### config.mk
export PLATFORM = sky130hd
export DESIGN_NAME = mem_port_arbiter_flat
export DESIGN_NICKNAME = d
export VERILOG_FILES = /design/src/rtl/mem_map_pkg.sv /design/src/rtl/mem_port_arbiter_if.sv /design/src/rtl/mem_addr_decode.sv /design/src/rtl/mem_port_arbiter.sv /design/src/flat_wrapper.sv
export SDC_FILE = /design/constraint.sdc
export NUM_CORES = 1
export LEC_CHECK = 0
export CAP_MARGIN = 20
export CELL_PAD_IN_SITES_DETAIL_PLACEMENT = 1
export CELL_PAD_IN_SITES_GLOBAL_PLACEMENT = 2
export CORE_AREA = 4 4 149 151
export DETAILED_ROUTE_END_ITERATION = 6
export DIE_AREA = 0 0 153 155
export HOLD_SLACK_MARGIN = 0.06
export PLACE_DENSITY = 0.83
export SLEW_MARGIN = 20
export SYNTH_ARGS = -nofsm -noshare
export SYNTH_HDL_FRONTEND = slang
export SYNTH_SLANG_ARGS = --single-unit
export TNS_END_PERCENT = 10
### constraint.sdc
create_clock -name clk -period 3 [get_ports clk]
set_input_delay 0.6 -clock clk [delete_from_list [all_inputs] [get_ports clk]]
set_output_delay 0.6 -clock clk [all_outputs]
set_load 0.01 [all_outputs]
### src/rtl/mem_map_pkg.sv
// Memory-map constants and in-flight tag types shared by the memory port
// arbiter and the MMU.
package mem_map_pkg;

  localparam logic [31:0] TEXT_BASE = 32'h0000_0000;
  localparam logic [31:0] TEXT_MASK = 32'hF000_0000;
  localparam logic [31:0] DS_BASE   = 32'h1000_0000;
  localparam logic [31:0] DS_MASK   = 32'hF000_0000;
  localparam logic [31:0] IO_BASE   = 32'hFFFF_0000;
  localparam logic [31:0] IO_MASK   = 32'hFFFF_0000;
  localparam logic [31:0] WORD_MASK = 32'h0000_0003;
  localparam logic [31:0] NOP_WORD  = 32'h0000_0000;

  typedef enum logic {
    OWN_IF = 1'b0,
    OWN_D  = 1'b1
  } owner_e;

  typedef struct packed {
    logic   valid;
    owner_e owner;
    logic   is_write;
    logic   err;
  } flight_t;

  function automatic logic in_seg(input logic [31:0] addr,
                                  input logic [31:0] base,
                                  input logic [31:0] mask);
    return (addr & mask) == base;
  endfunction

endpackage

### src/rtl/mem_port_arbiter_if.sv
// Request/response bundle between the CPU fetch and data ports, the arbiter
// and the single-ported memory.
interface mem_port_arbiter_if #(
  parameter int AW = 32
) ();

  logic          if_req;
  logic [AW-1:0] if_addr;
  logic          if_gnt;
  logic          if_rvalid;
  logic [AW-1:0] if_rdata;

  logic          d_req;
  logic          d_we;
  logic [AW-1:0] d_addr;
  logic [AW-1:0] d_wdata;
  logic          d_gnt;
  logic          d_rvalid;
  logic [AW-1:0] d_rdata;
  logic          d_err;

  logic [AW-1:0] mem_addr;
  logic [AW-1:0] mem_din;
  logic          mem_we;
  logic [AW-1:0] mem_dout;

  modport slave (
    input  if_req, if_addr, d_req, d_we, d_addr, d_wdata, mem_dout,
    output if_gnt, if_rvalid, if_rdata,
    output d_gnt, d_rvalid, d_rdata, d_err,
    output mem_addr, mem_din, mem_we
  );

  modport master (
    output if_req, if_addr, d_req, d_we, d_addr, d_wdata, mem_dout,
    input  if_gnt, if_rvalid, if_rdata,
    input  d_gnt, d_rvalid, d_rdata, d_err,
    input  mem_addr, mem_din, mem_we
  );

endinterface

### src/rtl/mem_addr_decode.sv
// Combinational segment and alignment decode of a 32-bit virtual address.
module mem_addr_decode
  import mem_map_pkg::*;
(
  input  logic [31:0] addr,
  output logic        is_text,
  output logic        is_ds,
  output logic        is_io,
  output logic        misaligned
);

  assign is_text    = in_seg(addr, TEXT_BASE, TEXT_MASK);
  assign is_ds      = in_seg(addr, DS_BASE, DS_MASK);
  assign is_io      = in_seg(addr, IO_BASE, IO_MASK);
  assign misaligned = (addr & WORD_MASK) != 32'h0000_0000;

endmodule

### src/rtl/mem_port_arbiter.sv
// Cycle-by-cycle arbiter sharing one memory port between instruction fetch
// and data access, with fixed-latency tagged responses and access screening.
module mem_port_arbiter
  import mem_map_pkg::*;
#(
  parameter int MEM_LAT    = 1,
  parameter int STARVE_MAX = 4,
  parameter int AW         = 32
) (
  input logic               clk,
  input logic               rst,
  mem_port_arbiter_if.slave bus
);

  localparam int SW = $clog2(STARVE_MAX + 1);

  logic [SW-1:0]         starve_cnt_q, starve_cnt_d;
  logic [AW-1:0]         mem_addr_q, mem_addr_d;
  logic [AW-1:0]         mem_din_q, mem_din_d;
  flight_t [MEM_LAT-1:0] flight_q, flight_d;
  flight_t               tail;

  logic if_gnt, d_gnt, if_reject, d_reject;
  logic if_text, if_ds, if_io, if_mis;
  logic d_text, d_ds, d_io, d_mis;
  logic if_dec_unused;
  logic          if_rvalid, d_rvalid, d_err;
  logic [AW-1:0] if_rdata, d_rdata;

  mem_addr_decode u_if_dec (
    .addr       (bus.if_addr),
    .is_text    (if_text),
    .is_ds      (if_ds),
    .is_io      (if_io),
    .misaligned (if_mis)
  );

  mem_addr_decode u_d_dec (
    .addr       (bus.d_addr),
    .is_text    (d_text),
    .is_ds      (d_ds),
    .is_io      (d_io),
    .misaligned (d_mis)
  );

  // Fetch only cares about TEXT; the other segment flags are irrelevant there.
  assign if_dec_unused = if_ds | if_io;
  assign if_reject     = ~if_text | if_mis;
  assign d_reject      = d_mis | ~(d_text | d_ds | d_io);

  // Grant selection: a starved fetch overrides data, otherwise data has priority.
  always_comb begin
    if_gnt = 1'b0;
    d_gnt  = 1'b0;
    if ((starve_cnt_q == SW'(STARVE_MAX)) && bus.if_req) begin
      if_gnt = 1'b1;
    end else if (bus.d_req) begin
      d_gnt = 1'b1;
    end else if (bus.if_req) begin
      if_gnt = 1'b1;
    end else begin
      if_gnt = 1'b0;
      d_gnt  = 1'b0;
    end
  end

  // Starvation counter: counts denied fetch cycles, saturating.
  always_comb begin
    starve_cnt_d = starve_cnt_q;
    if (!bus.if_req || if_gnt) begin
      starve_cnt_d = '0;
    end else if (starve_cnt_q == SW'(STARVE_MAX)) begin
      starve_cnt_d = starve_cnt_q;
    end else begin
      starve_cnt_d = starve_cnt_q + SW'(1);
    end
  end

  // Memory address/data mux; holds the last value while idle.
  always_comb begin
    mem_addr_d = mem_addr_q;
    mem_din_d  = mem_din_q;
    if (d_gnt) begin
      mem_addr_d = bus.d_addr;
      mem_din_d  = bus.d_wdata;
    end else if (if_gnt) begin
      mem_addr_d = bus.if_addr;
      mem_din_d  = mem_din_q;
    end else begin
      mem_addr_d = mem_addr_q;
      mem_din_d  = mem_din_q;
    end
  end

  assign bus.if_gnt   = if_gnt;
  assign bus.d_gnt    = d_gnt;
  assign bus.mem_addr = mem_addr_d;
  assign bus.mem_din  = mem_din_d;
  assign bus.mem_we   = d_gnt & bus.d_we & ~d_reject;

  // In-flight tag pipeline: head loaded on grant, tail lines up with mem_dout.
  always_comb begin
    flight_d = '0;
    if (d_gnt) begin
      flight_d[0].valid    = 1'b1;
      flight_d[0].owner    = OWN_D;
      flight_d[0].is_write = bus.d_we;
      flight_d[0].err      = d_reject;
    end else if (if_gnt) begin
      flight_d[0].valid    = 1'b1;
      flight_d[0].owner    = OWN_IF;
      flight_d[0].is_write = 1'b0;
      flight_d[0].err      = if_reject;
    end else begin
      flight_d[0] = '0;
    end
    for (int i = 1; i < MEM_LAT; i++) begin
      flight_d[i] = flight_q[i-1];
    end
  end

  // Response steering from the pipeline tail.
  always_comb begin
    tail      = flight_q[MEM_LAT-1];
    if_rvalid = 1'b0;
    if_rdata  = '0;
    d_rvalid  = 1'b0;
    d_rdata   = '0;
    d_err     = 1'b0;
    if (tail.valid && (tail.owner == OWN_IF)) begin
      if_rvalid = 1'b1;
      if_rdata  = tail.err ? NOP_WORD : bus.mem_dout;
    end else if (tail.valid) begin
      d_rvalid = 1'b1;
      d_err    = tail.err;
      d_rdata  = (tail.err || tail.is_write) ? '0 : bus.mem_dout;
    end else begin
      if_rvalid = 1'b0;
      d_rvalid  = 1'b0;
    end
  end

  assign bus.if_rvalid = if_rvalid;
  assign bus.if_rdata  = if_rdata;
  assign bus.d_rvalid  = d_rvalid;
  assign bus.d_rdata   = d_rdata;
  assign bus.d_err     = d_err;

  // State registers; reset flushes all in-flight responses.
  always_ff @(posedge clk or posedge rst) begin
    if (rst) begin
      starve_cnt_q <= '0;
      mem_addr_q   <= '0;
      mem_din_q    <= '0;
      flight_q     <= '0;
    end else begin
      starve_cnt_q <= starve_cnt_d;
      mem_addr_q   <= mem_addr_d;
      mem_din_q    <= mem_din_d;
      flight_q     <= flight_d;
    end
  end

endmodule

### src/flat_wrapper.sv
// flat-port wrapper written by rule: the top's interface ports become plain ports
module mem_port_arbiter_flat import mem_map_pkg::*;
#(
  parameter int MEM_LAT    = 1,
  parameter int STARVE_MAX = 4,
  parameter int AW         = 32
)
  (clk, rst, bus_if_req, bus_if_addr, bus_d_req, bus_d_we, bus_d_addr, bus_d_wdata, bus_mem_dout, bus_if_gnt, bus_if_rvalid, bus_if_rdata, bus_d_gnt, bus_d_rvalid, bus_d_rdata, bus_d_err, bus_mem_addr, bus_mem_din, bus_mem_we);
  mem_port_arbiter_if #(.AW(AW)) bus_i ();
  input logic clk;
  input logic rst;
  input wire logic [$bits(bus_i.if_req)-1:0] bus_if_req;
  input wire logic [$bits(bus_i.if_addr)-1:0] bus_if_addr;
  input wire logic [$bits(bus_i.d_req)-1:0] bus_d_req;
  input wire logic [$bits(bus_i.d_we)-1:0] bus_d_we;
  input wire logic [$bits(bus_i.d_addr)-1:0] bus_d_addr;
  input wire logic [$bits(bus_i.d_wdata)-1:0] bus_d_wdata;
  input wire logic [$bits(bus_i.mem_dout)-1:0] bus_mem_dout;
  output wire logic [$bits(bus_i.if_gnt)-1:0] bus_if_gnt;
  output wire logic [$bits(bus_i.if_rvalid)-1:0] bus_if_rvalid;
  output wire logic [$bits(bus_i.if_rdata)-1:0] bus_if_rdata;
  output wire logic [$bits(bus_i.d_gnt)-1:0] bus_d_gnt;
  output wire logic [$bits(bus_i.d_rvalid)-1:0] bus_d_rvalid;
  output wire logic [$bits(bus_i.d_rdata)-1:0] bus_d_rdata;
  output wire logic [$bits(bus_i.d_err)-1:0] bus_d_err;
  output wire logic [$bits(bus_i.mem_addr)-1:0] bus_mem_addr;
  output wire logic [$bits(bus_i.mem_din)-1:0] bus_mem_din;
  output wire logic [$bits(bus_i.mem_we)-1:0] bus_mem_we;
  assign bus_i.if_req = bus_if_req;
  assign bus_i.if_addr = bus_if_addr;
  assign bus_i.d_req = bus_d_req;
  assign bus_i.d_we = bus_d_we;
  assign bus_i.d_addr = bus_d_addr;
  assign bus_i.d_wdata = bus_d_wdata;
  assign bus_i.mem_dout = bus_mem_dout;
  assign bus_if_gnt = bus_i.if_gnt;
  assign bus_if_rvalid = bus_i.if_rvalid;
  assign bus_if_rdata = bus_i.if_rdata;
  assign bus_d_gnt = bus_i.d_gnt;
  assign bus_d_rvalid = bus_i.d_rvalid;
  assign bus_d_rdata = bus_i.d_rdata;
  assign bus_d_err = bus_i.d_err;
  assign bus_mem_addr = bus_i.mem_addr;
  assign bus_mem_din = bus_i.mem_din;
  assign bus_mem_we = bus_i.mem_we;
  mem_port_arbiter #(.MEM_LAT(MEM_LAT), .STARVE_MAX(STARVE_MAX), .AW(AW)) u_core (.clk(clk), .rst(rst), .bus(bus_i));
endmodule
==> run summary <==
sequential-to-total area share from yosys stat = 0.509
final hold vios = 0
drt total wl = 14.9 mm
CTS Sinks = 71
DR DRC count = 0
hold depth = 1
die area = 23700 um2
Worst-Margin Slew = 0.784 ns
min-delay src = u_core.starve_cnt_q[0]
Mapped Nets = 553
Clock Tree Root = clkbuf_16
Total GRT Usage = 0.123
area grow syn2layout = 101%
Reg2Reg Capture Point = u_core.mem_addr_q[16]
cts bufs inserted = 9
synth unique cells = 21
number of synthesis warnings = 0
level count of the clock H-tree = 3
Post-Syn Instances = 418
Worst R2R Path Depth = 9
final net count = 826
Hold Path Class = reg2reg
vias in the first global route = 4126
initial antenna violation count = 0
CTS tree = built
worst r2r src = u_core.starve_cnt_q[0]
core area = 20800 um2
placed inst area = 6610 um2
Clock transition at path regs = 0.06 ns
die height = 155 um
status = finished, final reports clean
first drt pass iteration count = 4
Clock Path Buffers = 2
Worst R2R Setup Slack = 1.41 ns
Leak = 3.33 nW
via count = 3872
crit path DAT = 2.35 ns
Worst-Skew Late Latency = 0.34 ns
most frequent cells in the layout = clkdlybuf4s50_1 (230), nand2_1 (130), dfrtp_1 (71)
WL/cell = 15.4 um
dpl hpwl = 11.8 mm
Critical Path RT = 2.40 ns
Multi-input gate area = 1590 um2
share of cells above drive strength 1 = 0.0661
Layout Skew = 0.00479 ns
global-route wire length before repair = 23.0 mm
Final Cycle Share = 0.984
worst-path maximum fanout = 2
max_cap viols = 0
DRT iter0 DRCs = 88
# fillers = 2458
Seq cells post-synth = 71
Post-Syn Area = 3490 um2
total grt overflow = 0
Slew HR = 0.477
fmax = 0.339 GHz
Starting Density = 0.168
Worst VDD drop = 0.201 mV
pre-CTS WS = -0.402 ns
io pins = 267
Cell Rows = 53
ANT cells = 0
Port Buf Inserts = 266
synthesized area per cell = 8.35 um2
Startpoint Class = input port
CP Class = in2out
Post-DRT Antenna Nets = 0
number of setup violations in the final report = 0
Critical Path End Type = primary output
Post CTS Setup Buffer Count = 0
RSZ-0062 raised after global routing = yes
Final GP Congestion = 0.807
Tmin final = 2.95 ns
WHS Endpoint = u_core.starve_cnt_q[0]
Power Density = 429 nW/um2
largest net degree at the start of global routing = 43
Design Area, Final = 7010 um2
final worst setup slack = 0.0488 ns
register area = 1780 um2
commonest non-fill, non-tap cell in the layout = clkdlybuf4s50_1
Max Slew Vio Count = 0
post-DR vias/cell = 3.99
die width = 153 um
flip-flops by register name, summed over array words and instances, names as in the netlist:
name and cells:
u_core.flight_q 4, u_core.mem_din_q 32, u_core.starve_cnt_q 3, u_core.mem_addr_q 32
logic make-up after synthesis:
| group | share of synthesized area |
|---|---|
| AOI/OAI and AO/OA | 0.0534 |
| xor gates and xnor gates | 0.00251 |
| adders and majority gates | 0.00717 |
| buffers and inverters | 0.0366 |
| DFF | 0.509 |
| muxes | 0.0918 |
| and+or+nand+nor | 0.299 |
how the worst max path moves through the flow:
stage                           start                 end  slack (ns)  depth (start not counted)
6_report               bus_d_addr[19]          bus_mem_we        0.05                          7
5_1_grt        u_core.starve_cnt_q[0]    bus_mem_addr[15]       -0.08                          8
2_1_floorplan                     rst  u_core.flight_q[0]        0.60                          1
4_1_cts                     bus_d_req    bus_mem_addr[24]       0.001                          7
3_5_place_dp           bus_d_addr[20]          bus_mem_we       -0.40                          7
3_3_place_gp           bus_d_addr[27]          bus_mem_we       -0.40                          7
per-stage QoR:
stage / hold slack, ns / power (mW) / instances / util / setup TNS (ns)
2_1_floorplan: 0.429 / 1.35 / 418 / - / 0
3_3_place_gp: 0.449 / 1.86 / 955 / 0.317 / -0.401
3_5_place_dp: 0.455 / 1.87 / 955 / 0.317 / -0.402
4_1_cts: 0.464 / 3.09 / 971 / 0.333 / 0
5_1_grt: 0.474 / 3.17 / 971 / 0.337 / -0.115
6_report: 0.460 / 3.00 / 971 / 0.337 / 0
final cells by class:
| type | count | area share |
|---|---|---|
| Clock buffer | 10 | 0.0341 |
| Sequential cell | 71 | 0.253 |
| Inverter | 5 | 0.00286 |
| Tap cell | 275 | 0.0491 |
| Clock inverter | 6 | 0.0120 |
| Timing Repair Buffer | 289 | 0.422 |
| Multi-Input combinational cell | 315 | 0.226 |
repair_timing:
action | CTS | global route
endpoints found under the setup margin | 1 | 65
pin swaps | 2 | 1
hold buffers | 0 | 0
hold endpoints to repair | 0 | 0
resized for setup | 7 | 35
layer usage:
layer / GRT usage / vias up / part of all wire
met5: 0 / - / 0
met4: 0.0373 / 0 / 0.016
met3: 0.0470 / 17 / 0.084
met2: 0.207 / 186 / 0.47
met1: 0.146 / 1786 / 0.43
li1: - / 1883 / -
power breakdown:
part           leakage, nW  switching (mW)  internal, mW
combinational         2.31           0.324         0.434
clock                0.162           0.428         0.748
sequential           0.862          0.0289          1.04
worst max-delay path, cell delays in order:
cell,delay (ns)
clkdlybuf4s50_1,0.47
nand4_1,0.10
or4_4,0.54
a211oi_2,0.22
buf_4,0.16
and2_1,0.12
buf_2,0.14
cells in the mapped netlist:
library cell | number | area share
o311ai_1 | 1 | 0.0025
nand3_1 | 1 | 0.0014
or4_1 | 2 | 0.0043
buf_2 | 6 | 0.0086
or2_2 | 1 | 0.0018
nor2_1 | 66 | 0.071
nand2b_1 | 34 | 0.061
inv_1 | 4 | 0.0043
and3_1 | 3 | 0.0054
clkbuf_1 | 21 | 0.023
nand2_1 | 130 | 0.14
or3_1 | 1 | 0.0018
o21ai_0 | 33 | 0.047
xnor2_1 | 1 | 0.0025
ha_1 | 2 | 0.0072
nand4_1 | 4 | 0.0072
mux2i_1 | 32 | 0.092
and2_1 | 3 | 0.0054
dfrtp_1 | 71 | 0.51
inv_2 | 1 | 0.0011
a211oi_2 | 1 | 0.0036
(Power assumes the default switching activity.)
